===== src/rtl/rr_mux_reg.sv =====
// N-channel arbitrated mux with a registered valid/ready output stage.
// Optional packet locking (in_last/out_last) is enabled by defining RR_MUX_PKT_LOCK_EN.
module rr_mux_reg #(
  parameter int WIDTH   = 8,
  parameter int NUM_CH  = 4,
  parameter int CH_W    = (NUM_CH > 2) ? $clog2(NUM_CH) : 1,
  parameter int RR_MODE = 1
) (
  input  logic                    clock,
  input  logic                    reset_n,
  input  logic [NUM_CH*WIDTH-1:0] in_data,
  input  logic [NUM_CH-1:0]       in_valid,
  output logic [NUM_CH-1:0]       in_ready,
`ifdef RR_MUX_PKT_LOCK_EN
  input  logic [NUM_CH-1:0]       in_last,
  output logic                    out_last,
`endif
  output logic [WIDTH-1:0]        out_data,
  output logic [CH_W-1:0]         out_chan,
  output logic                    out_valid,
  input  logic                    out_ready
);

  logic [CH_W-1:0]   r_ptr;
  logic [CH_W-1:0]   r_chan;
  logic [WIDTH-1:0]  r_data;
  logic              r_valid;

  logic [CH_W-1:0]   w_base;
  logic [CH_W-1:0]   w_gidx;
  logic [CH_W-1:0]   w_nxt_ptr;
  logic [CH_W:0]     w_cand;
  logic [NUM_CH-1:0] w_mask;
  logic [NUM_CH-1:0] w_grant;
  logic [WIDTH-1:0]  w_sel;
  logic              w_found;
  logic              w_load;
  logic              w_xfer;

`ifdef RR_MUX_PKT_LOCK_EN
  logic              r_lock;
  logic [CH_W-1:0]   r_lock_ch;
  logic              r_last;
  logic              w_sel_last;

  // While a packet is open only its own channel may compete.
  assign w_mask     = r_lock ? (in_valid & (NUM_CH'(1) << r_lock_ch)) : in_valid;
  assign w_sel_last = in_last[w_gidx];
  assign out_last   = r_last;
`else
  assign w_mask = in_valid;
`endif

  assign w_base = (RR_MODE != 0) ? r_ptr : '0;

  // Scan channels starting at the base index, wrapping modulo NUM_CH.
  always_comb begin
    w_found = 1'b0;
    w_gidx  = '0;
    w_cand  = '0;
    for (int k = 0; k < NUM_CH; k++) begin
      w_cand = {1'b0, w_base} + (CH_W+1)'(k);
      if (w_cand >= (CH_W+1)'(NUM_CH))
        w_cand = w_cand - (CH_W+1)'(NUM_CH);
      if (!w_found && w_mask[w_cand[CH_W-1:0]]) begin
        w_found = 1'b1;
        w_gidx  = w_cand[CH_W-1:0];
      end
    end
  end

  always_comb begin
    w_sel = '0;
    for (int i = 0; i < NUM_CH; i++) begin
      if (w_grant[i])
        w_sel = in_data[i*WIDTH +: WIDTH];
    end
  end

  assign w_grant   = w_found ? (NUM_CH'(1) << w_gidx) : '0;
  assign w_load    = !r_valid || out_ready;
  assign w_xfer    = w_found && w_load;
  assign in_ready  = w_grant & {NUM_CH{w_load}};
  assign w_nxt_ptr = (w_gidx == CH_W'(NUM_CH-1)) ? '0 : w_gidx + CH_W'(1);

  always_ff @(posedge clock or negedge reset_n) begin
    if (!reset_n) begin
      r_valid <= 1'b0;
      r_data  <= '0;
      r_chan  <= '0;
      r_ptr   <= '0;
    end else if (w_load) begin
      if (w_xfer) begin
        r_valid <= 1'b1;
        r_data  <= w_sel;
        r_chan  <= w_gidx;
`ifdef RR_MUX_PKT_LOCK_EN
        if (w_sel_last)
          r_ptr <= w_nxt_ptr;
`else
        r_ptr   <= w_nxt_ptr;
`endif
      end else begin
        r_valid <= 1'b0;
      end
    end
  end

`ifdef RR_MUX_PKT_LOCK_EN
  always_ff @(posedge clock or negedge reset_n) begin
    if (!reset_n) begin
      r_lock    <= 1'b0;
      r_lock_ch <= '0;
      r_last    <= 1'b0;
    end else if (w_xfer) begin
      r_lock    <= !w_sel_last;
      r_lock_ch <= w_gidx;
      r_last    <= w_sel_last;
    end
  end
`endif

  assign out_data  = r_data;
  assign out_chan  = r_chan;
  assign out_valid = r_valid;

endmodule


===== config.mk =====
export PLATFORM = sky130hd
export DESIGN_NAME = rr_mux_reg
export DESIGN_NICKNAME = d
export VERILOG_FILES = /design/src/rtl/rr_mux_reg.sv
export SDC_FILE = /design/constraint.sdc
export NUM_CORES = 1
export LEC_CHECK = 0
export ABC_AREA = 1
export CAP_MARGIN = 20
export CORE_ASPECT_RATIO = 0.9
export CORE_MARGIN = 3
export CORE_UTILIZATION = 25
export CTS_CLUSTER_DIAMETER = 40
export DETAILED_ROUTE_END_ITERATION = 6
export DONT_BUFFER_PORTS = 1
export HOLD_SLACK_MARGIN = 0.02
export PLACE_DENSITY = 0.42
export REMOVE_ABC_BUFFERS = 1
export SLEW_MARGIN = 20
export SYNTH_ARGS = -nofsm -noshare
export SYNTH_HDL_FRONTEND = slang
export SYNTH_SLANG_ARGS = --single-unit
export TNS_END_PERCENT = 30

===== constraint.sdc =====
create_clock -name clock -period 2.85 [get_ports clock]
set_input_delay 0 -clock clock [delete_from_list [all_inputs] [get_ports clock]]
set_output_delay 0 -clock clock [all_outputs]
set_load 0.005 [all_outputs]

==> results of run 1 <==
## logic make-up after synthesis
kind of cell    Yosys count  synth area share, %
buf+inv                  45                 15.0
compound gates           17                 6.54
simple gates            137                 52.3
fa+ha+maj                 4                 3.49
flops                    13                 22.7
## area by class of cell
cell class,instances,area (um^2)
Multi-Input combinational cell,158,896
Tap cell,67,83.8
Fill cell,600,3810
Inverter,35,136
Sequential cell,13,325
Timing Repair Buffer,12,110
Clock buffer,4,45.0
## registers in the layout, indices dropped and copies added, names as in the netlist
signal	count
out_chan	2
out_valid	1
r_ptr	2
out_data	8
## critical path: stages (launching register included)
cell and delay (ps):
dfrtp_1 540, nand2_1 170, nand3_2 130, nand2_2 100
nor2_8 150, nand2_1 80, nand2_1 100, nand3_1 90
o21ai_2 110, ha_2 360, buf_4 210, nand3_2 70
nand2_1 80, nand2_1 50, nand2_1 90, nand2_1 60
nand2_1 60
## routing by layer
| metal | GRT usage, % | wire length (um) | vias to the layer above |
|---|---|---|---|
| met5 | 0 | 0 | - |
| met4 | 3.01 | 17 | 0 |
| met3 | 3.82 | 268 | 2 |
| met2 | 14.9 | 1430 | 33 |
| met1 | 17.2 | 1960 | 503 |
| li1 | - | - | 674 |
## metrics by stage
stage / hold slack [ps] / setup WS (ps)
global route: 43.0 / 86.4
detailed placement: -295 / 227
floorplan: -296 / 249
CTS: 21.9 / 197
finish: 23.6 / 344
global placement: -295 / 231
## synth_stat cells
cell | n | area (um^2)
ha_1 | 4 | 50.1
a21oi_1 | 11 | 55.1
o21ai_1 | 2 | 10.0
nor2_1 | 11 | 41.3
inv_6 | 1 | 8.76
dfrtp_1 | 13 | 325
nand2_1 | 82 | 308
buf_2 | 6 | 30.0
and2_4 | 1 | 8.76
o21ai_0 | 1 | 5.00
nand3_1 | 8 | 40.0
inv_1 | 33 | 124
nand4_1 | 2 | 12.5
inv_2 | 1 | 3.75
nand3_4 | 1 | 17.5
nand3_2 | 21 | 210
buf_8 | 1 | 15.0
nand2_4 | 3 | 33.8
o21ai_2 | 1 | 8.76
nand2_8 | 1 | 20.0
nor2_8 | 1 | 20.0
o211ai_1 | 1 | 7.51
nand2_2 | 6 | 37.5
o21a_1 | 1 | 7.51
buf_6 | 3 | 33.8
## repair_timing
item,4_1_cts,5_1_grt
gates resized for setup,0,1
buffers inserted,0,0
hold buffers,8,0
hold endpoints to repair,20,0
setup endpoints to repair,0,4
## final timing paths
kind / startpoint / endpoint / slack, ps
min: in_data[31] / out_data[7] / 20
max reg2reg: r_ptr[0] / out_data[1] / 340
max in group asynchronous: reset_n / out_chan[1] / 2200
min in group asynchronous: reset_n / out_valid / 230
max: r_ptr[0] / out_data[1] / 340
min reg2reg: out_data[4] / out_data[4] / 510
==> run summary, run 1 <==
GLOBAL ROUTING
----------------------------------------------------------------------------------------
First-pass GRT wire length                                                       5990 um
Antenna violations before repair                                                       0
Residual overflow from global routing                                                  0
Largest net degree at the start of global routing                                     28
Via count of the first global-routing pass                                          1202
Total track usage                                                                  11.3%

STA
----------------------------------------------------------------------------------------
Transition time of the tightest slew-check pin                                    659 ps
Portion of the clock cycle consumed by the worst path in the final layout          87.9%
Minimum period implied by the final worst setup slack                            2510 ps
RSZ-0062 raised after global routing                                               false
Slew margin rel.                                                                   55.9%
Max Slew Vio Count                                                                     0
Clock Skew                                                                      0.558 ps
Final Hold Viols                                                                       0
Final-layout setup total negative slack                                             0 ps
Maximum frequency from static timing analysis                                    399 MHz
Setup-failing EPs final                                                                0

CRITICAL PATH
----------------------------------------------------------------------------------------
Endpoint type of the worst setup path                                          flip-flop
Arrival time of the worst setup path                                             2690 ps
Endpoint required time on the critical path                                      3030 ps
Crit Path Max Fanout                                                                  12
Crit start category                                                            flip-flop
Setup CP Type                                                                    reg2reg
Path depth of the worst reg2reg path                                                  16

CELLS AND AREA
----------------------------------------------------------------------------------------
Finished layout cell area                                                      1600 um^2
Synthesis-to-layout area growth                                                    11.3%
Commonest non-fill, non-tap cell in the layout                                   nand2_1
Post-route core utilization                                                        29.5%
Final layout net count                                                               266
Share of final-layout standard cells stronger than drive strength 1                20.3%
Post-Layout Cell Count                                                               289
Commonest non-fill, non-tap cells in the layout                             nand2_1 (82), inv_1 (33), nand3_2 (21)
Number of antenna diodes                                                               0

FLOW RUN
----------------------------------------------------------------------------------------
Maximum capacitance violations                                                         0

DIE
----------------------------------------------------------------------------------------
Die Y-Extent                                                                     77.8 um
Effective utilization at floorplan                                                 26.5%
Top Ports                                                                             54
Area of the die                                                                6680 um^2
Horiz. Die Dim                                                                   85.8 um
Floorplan Core Area                                                            5410 um^2
Count of standard-cell rows                                                           25

YOSYS
----------------------------------------------------------------------------------------
Register bit total from synthesis                                                     13
Post-synthesis area per instance                                               6.64 um^2
Sequential element share of the synthesized area                                   22.7%
Synth Warn #                                                                           0
Post-synthesis cell type count                                                        25
Post-synth design cell area                                                    1430 um^2
Number of instances in the synthesized netlist                                       216

PLACED DESIGN
----------------------------------------------------------------------------------------
Final GP Congestion                                                                0.773
Cell count after placement                                                           277
Buffers added on ports                                                                 0
Area after detailed placement                                                  1470 um^2
HPWL after DPL                                                                   2830 um

DRT
----------------------------------------------------------------------------------------
Drt via density                                                                     4.19
Detailed-route wire length per cell                                              12.7 um
Detailed-route DRC error count                                                         0
Iteration-0 DRC Markers                                                               78
Via total after detailed routing                                                    1212
DRT Wirelength                                                                   3670 um
Post-route ant nets                                                                    0
Number of detailed-route iterations in the first pass                                  6

CLOCK NETWORK
----------------------------------------------------------------------------------------
Depth of the CTS H-tree                                                                1
Clock latency on the worst-skew pair                                              240 ps
Clock Pin Slew Worst Setup and Hold Paths                                          60 ps
Number of clock sinks                                                                 13
Cell chosen for the clock root                                                  clkbuf_8
Clock Tree Buf Depth                                                                   2
CTS tree                                                                             yes
Num CTS Buffers                                                                        3

STATUS
----------------------------------------------------------------------------------------
Status                                                                      finished clean

HOLD PATH
----------------------------------------------------------------------------------------
Number of cells on the worst hold path                                                 4
Type of the worst min-delay path                                                  in2reg

Power of run 1 is left out: the tool's default activity adds up to more than one toggle a clock period on the data nets, which glitch-free logic cannot reach.
==> run 2, diff against run 1 <==
CELL_PAD_IN_SITES_DETAIL_PLACEMENT = 0   (was default)
CELL_PAD_IN_SITES_GLOBAL_PLACEMENT = 2   (was default)
PLACE_DENSITY = 0.67   (was 0.42)
TNS_END_PERCENT = 50   (was 30)
==> run 2 against run 1 <==
Net effect:
- die area stayed put
- largest cell class unchanged
- critical path type unchanged
- critical path depth is the same
- global-route usage is essentially flat
==> run summary, run 2 (synthesized netlist as in run 1, its figures left out) <==
STATUS
----------------------------------------------------------------------------------------
Status                                                                      finished clean

CLOCK NETWORK
----------------------------------------------------------------------------------------
Cell chosen for the clock root                                                  clkbuf_8
Hold-fix buffers at CTS                                                                9
Number of gates resized after CTS                                                      0
Num CTS Buffers                                                                        3
Clock Tree Buf Depth                                                                   2
Depth of the CTS H-tree                                                                1
Clock Pin Slew Worst Setup and Hold Paths                                          60 ps
CTS tree                                                                             yes
Number of clock sinks                                                                 13
Post-CTS setup buffers                                                                 0
Clock latency on the worst-skew pair                                              240 ps

FLOW RUN
----------------------------------------------------------------------------------------
Maximum capacitance violations                                                         0

CELLS AND AREA
----------------------------------------------------------------------------------------
Number of fill cells                                                                 626
Total area of sequential cells                                                  325 um^2
Commonest non-fill, non-tap cell in the layout                                   nand2_1
Final layout net count                                                               267
Synthesis-to-layout area growth                                                    11.9%
Number of antenna diodes                                                               0
Multi-input combinational cell area                                             893 um^2
Largest register FFs                                                                   8
Commonest non-fill, non-tap cells in the layout                             nand2_1 (82), inv_1 (33), nand3_2 (21)
Share of final-layout standard cells stronger than drive strength 1                19.7%

CRITICAL PATH
----------------------------------------------------------------------------------------
Setup CP Type                                                                    reg2reg
Endpoint type of the worst setup path                                          flip-flop
Crit start category                                                            flip-flop
Endpoint required time on the critical path                                      2980 ps
Critical Path Slowest Stage Cell                                                 dfrtp_1
Crit Path Max Fanout                                                                   9
Largest stage delay, worst path                                                   520 ps
Cell chain of the critical path                                             nand2_1 -> nand3_2 -> nand2_2 -> nor2_8 -> nand2_1 -> nand2_1 -> nand3_1 -> o21ai_2 -> inv_1 -> ha_1 -> nand3_1 -> nand2_1 -> nand2_1 -> nand2_1 -> nand2_1 -> nand2_1
Crit path top cell by count                                                      nand2_1
Arrival time of the worst setup path                                             2630 ps

STA
----------------------------------------------------------------------------------------
Setup-failing EPs final                                                                0
WHS                                                                              24.5 ps
Final-layout setup total negative slack                                             0 ps
Portion of the clock cycle consumed by the worst path in the final layout          87.8%
Maximum frequency from static timing analysis                                    400 MHz
Transition time of the tightest slew-check pin                                    599 ps
Slew margin rel.                                                                   60.0%
Clock Skew                                                                       6.06 ps
Max Slew Vio Count                                                                     0
Minimum period implied by the final worst setup slack                            2500 ps
RSZ-0062 raised after global routing                                               false
Final Hold Viols                                                                       0

GLOBAL ROUTING
----------------------------------------------------------------------------------------
Total track usage                                                                  11.3%
Antenna violations before repair                                                       0
Via count of the first global-routing pass                                          1196
Largest net degree at the start of global routing                                     28
First-pass GRT wire length                                                       6140 um
Residual overflow from global routing                                                  0

DRT
----------------------------------------------------------------------------------------
Detailed-route wire length per cell                                              12.7 um
Iteration-0 DRC Markers                                                               32
Detailed-route DRC error count                                                         0
DRT Wirelength                                                                   3690 um
Drt via density                                                                     4.24
Via total after detailed routing                                                    1229
Number of detailed-route iterations in the first pass                                  4
Post-route ant nets                                                                    0

DIE
----------------------------------------------------------------------------------------
Effective utilization at floorplan                                                 26.5%
Die Y-Extent                                                                     77.8 um
Floorplan Core Area                                                            5410 um^2
Area of the die                                                                6680 um^2
Count of standard-cell rows                                                           25
Horiz. Die Dim                                                                   85.8 um
Top Ports                                                                             54

PLACED DESIGN
----------------------------------------------------------------------------------------
HPWL after DPL                                                                   2950 um
Final GP Congestion                                                                0.746
Buffers added on ports                                                                 0

HOLD PATH
----------------------------------------------------------------------------------------
Type of the worst min-delay path                                                  in2reg

==> run 2: cell count changes in the layout (fill, tap and decap cells not counted) <==
cell,change
ha_2,-1
dlygate4sd3_1,+1
ha_1,+1
==> run 2: cell type report <==
class	instances	area share (%)
inverter	35	8.50
clock buffer	4	2.81
multi-input combinational	158	55.7
sequential	13	20.3
tap	67	5.23
timing repair buffer	13	7.49
==> run 2: critical path: cells and delay by family, from the launching register on <==
kind | cells | cell delay, ps
AND/OR/NAND/NOR | 13 | 1250
buffers and inverters | 1 | 130
adder cells (fa/ha/maj) | 1 | 360
AO/OA/AOI/OAI | 1 | 120
flip-flops | 1 | 520
==> run 2: through the flow <==
stage	util (%)	area, um^2	cells	worst slack, ps
2_1_floorplan	-	1360	206	249
3_3_place_gp	27.1	1470	277	300
3_5_place_dp	27.1	1470	277	300
4_1_cts	29.6	1600	290	294
5_1_grt	29.6	1600	290	11.2
6_report	29.6	1600	290	348
==> run 2: metal layers <==
layer / vias to the layer above / track usage [%] / wire length, um
met1: 522 / 18.3 / 1990
met4: 0 / 2.37 / 14
met2: 32 / 14.4 / 1430
met5: - / 0 / 0
li1: 673 / - / -
met3: 2 / 2.76 / 254
==> run 2: worst paths after layout <==
kind                             start          end  slack (ps)  cells after the start
max                           r_ptr[0]  out_data[2]         350                     16
min                          out_ready    out_valid          20                      3
max reg2reg                   r_ptr[0]  out_data[2]         350                     16
min reg2reg                out_data[7]  out_data[7]         510                      2
max in group asynchronous      reset_n  out_chan[1]        2250                      1
min in group asynchronous      reset_n  out_data[2]         200                      1
Power of run 2 is left out for the same reason.
==> run 3, diff against run 2 <==
CORE_UTILIZATION = 32   (was 25)
PLACE_DENSITY = 0.82   (was 0.67)
==> run 3 against run 2 <==
Net effect:
- worst setup slack improved by 31 ps
- sequential share of layout area increased by 0.11 points
- clock skew decreased by 3.8 ps
- global-route usage increased by 2.4 points
- cell count decreased by 2.4%
- die area decreased by 20%
- core utilization increased by 8.5 points
==> run summary, run 3 (synthesized netlist as in run 1, its figures left out) <==
STATUS
----------------------------------------------------------------------------------------
Status                                                                      finished clean

HOLD PATH
----------------------------------------------------------------------------------------
Start point of the worst hold path                                           in_data[31]
Type of the worst min-delay path                                                  in2reg
Destination of the worst hold path                                           out_data[7]
Number of cells on the worst hold path                                                 4

PLACED DESIGN
----------------------------------------------------------------------------------------
Final GP Congestion                                                                0.744
Buffers added on ports                                                                 0
HPWL after DPL                                                                   2690 um
Pre-CTS setup slack                                                               343 ps
Cell count after placement                                                           270

CRITICAL PATH
----------------------------------------------------------------------------------------
Path depth of the worst reg2reg path                                                  16
Crit Path Max Fanout                                                                   9
Setup CP Type                                                                    reg2reg
Startpoint of the worst register-to-register path                               r_ptr[0]
Reg-to-reg critical path endpoint                                            out_data[2]
Endpoint required time on the critical path                                      2990 ps
Arrival time of the worst setup path                                             2610 ps
Crit start category                                                            flip-flop
Endpoint type of the worst setup path                                          flip-flop
Slack of the worst reg-to-reg path                                                380 ps

STA
----------------------------------------------------------------------------------------
Setup-failing EPs final                                                                0
Transition time of the tightest slew-check pin                                    637 ps
Minimum period implied by the final worst setup slack                            2470 ps
Final Hold Viols                                                                       0
Clock Skew                                                                       2.27 ps
Final-layout setup total negative slack                                             0 ps
Least setup slack across all paths after layout                                   379 ps
Max Slew Vio Count                                                                     0
Slew margin rel.                                                                   57.4%
RSZ-0062 raised after global routing                                               false
Maximum frequency from static timing analysis                                    405 MHz
Portion of the clock cycle consumed by the worst path in the final layout          86.7%

CELLS AND AREA
----------------------------------------------------------------------------------------
Number of fill cells                                                                 477
Final layout net count                                                               267
Largest register FFs                                                                   8
Post-Layout Cell Count                                                               283
Share of final-layout standard cells stronger than drive strength 1                19.7%
Commonest non-fill, non-tap cells in the layout                             nand2_1 (82), inv_1 (33), nand3_2 (21)
Number of antenna diodes                                                               0
Commonest non-fill, non-tap cell in the layout                                   nand2_1
Synthesis-to-layout area growth                                                    11.3%

DIE
----------------------------------------------------------------------------------------
Top Ports                                                                             54
Floorplan Core Area                                                            4180 um^2
Effective utilization at floorplan                                                 34.3%
Count of standard-cell rows                                                           22
Horiz. Die Dim                                                                   76.6 um
Die Y-Extent                                                                     69.5 um
Area of the die                                                                5320 um^2

DRT
----------------------------------------------------------------------------------------
Iteration-0 DRC Markers                                                               36
Drt via density                                                                     4.44
Via total after detailed routing                                                    1256
Detailed-route DRC error count                                                         0
Number of detailed-route iterations in the first pass                                  5
DRT Wirelength                                                                   3620 um
Post-route ant nets                                                                    0
Detailed-route wire length per cell                                              12.8 um

CLOCK NETWORK
----------------------------------------------------------------------------------------
Depth of the CTS H-tree                                                                1
Num CTS Buffers                                                                        3
Number of clock sinks                                                                 13
Cell chosen for the clock root                                                  clkbuf_8
CTS tree                                                                             yes
Clock latency on the worst-skew pair                                              250 ps
Clock Tree Buf Depth                                                                   2
Post-CTS setup buffers                                                                 0
Clock Pin Slew Worst Setup and Hold Paths                                          60 ps

GLOBAL ROUTING
----------------------------------------------------------------------------------------
Via count of the first global-routing pass                                          1180
Total track usage                                                                  13.7%
Largest net degree at the start of global routing                                     28
Residual overflow from global routing                                                  0
Antenna violations before repair                                                       0
First-pass GRT wire length                                                       5870 um

FLOW RUN
----------------------------------------------------------------------------------------
Maximum capacitance violations                                                         0

run 3: cell counts in the layout (fill, tap and decap cells not counted):
Identical to the previous run, type by type.
run 3: critical path: stages (launching register included):
cell	delay [ps]
dfrtp_1	520
nand2_1	170
nand3_2	130
nand2_2	100
nor2_8	140
nand2_1	70
nand2_1	90
nand3_1	80
o21ai_2	120
inv_1	130
ha_1	360
nand3_1	140
nand2_1	70
nand2_1	70
nand2_1	60
nand2_1	60
nand2_1	40
run 3: final cells by class:
| class | count | area, um^2 | share of cell area [%] |
|---|---|---|---|
| multi-input combinational | 158 | 893 | 56.0 |
| sequential | 13 | 325 | 20.4 |
| inverter | 35 | 136 | 8.55 |
| timing repair buffer | 13 | 120 | 7.53 |
| tap | 60 | 75.1 | 4.71 |
| clock buffer | 4 | 45.0 | 2.82 |
run 3: what timing repair did:
action,CTS,global route
setup endpoints to repair,0,0
hold buffers,9,0
resized for setup,0,0
hold endpoints to repair,21,0
run 3: through the flow:
stage	instance area [um^2]	hold WS, ps	utilization (%)
after global placement	1460	-295	34.9
after CTS	1600	37.6	38.1
after detailed placement	1460	-295	34.9
after global routing	1600	81.9	38.1
final	1600	29.5	38.1
after floorplan	1360	-296	-
run 3: worst max path at each step:
stage              from          end  depth (start not counted)
3_5_place_dp   r_ptr[0]  out_data[0]                         16
5_1_grt        r_ptr[0]  out_data[0]                         16
6_report       r_ptr[0]  out_data[2]                         16
3_3_place_gp   r_ptr[0]  out_data[0]                         16
4_1_cts        r_ptr[0]  out_data[0]                         16
2_1_floorplan  r_ptr[0]  out_data[0]                         14
run 3: routing by layer:
metal  part of all wire (%)  vias to the layer above  wire length (um)  GRT usage (%)
met1                     49                      535              1760           17.9
met2                     43                       39              1560           21.7
li1                       -                      680                 -              -
met5                      0                        -                 0              0
met4                   0.39                        0                14           1.61
met3                    7.6                        2               276           5.97
Power of run 3 is left out for the same reason.
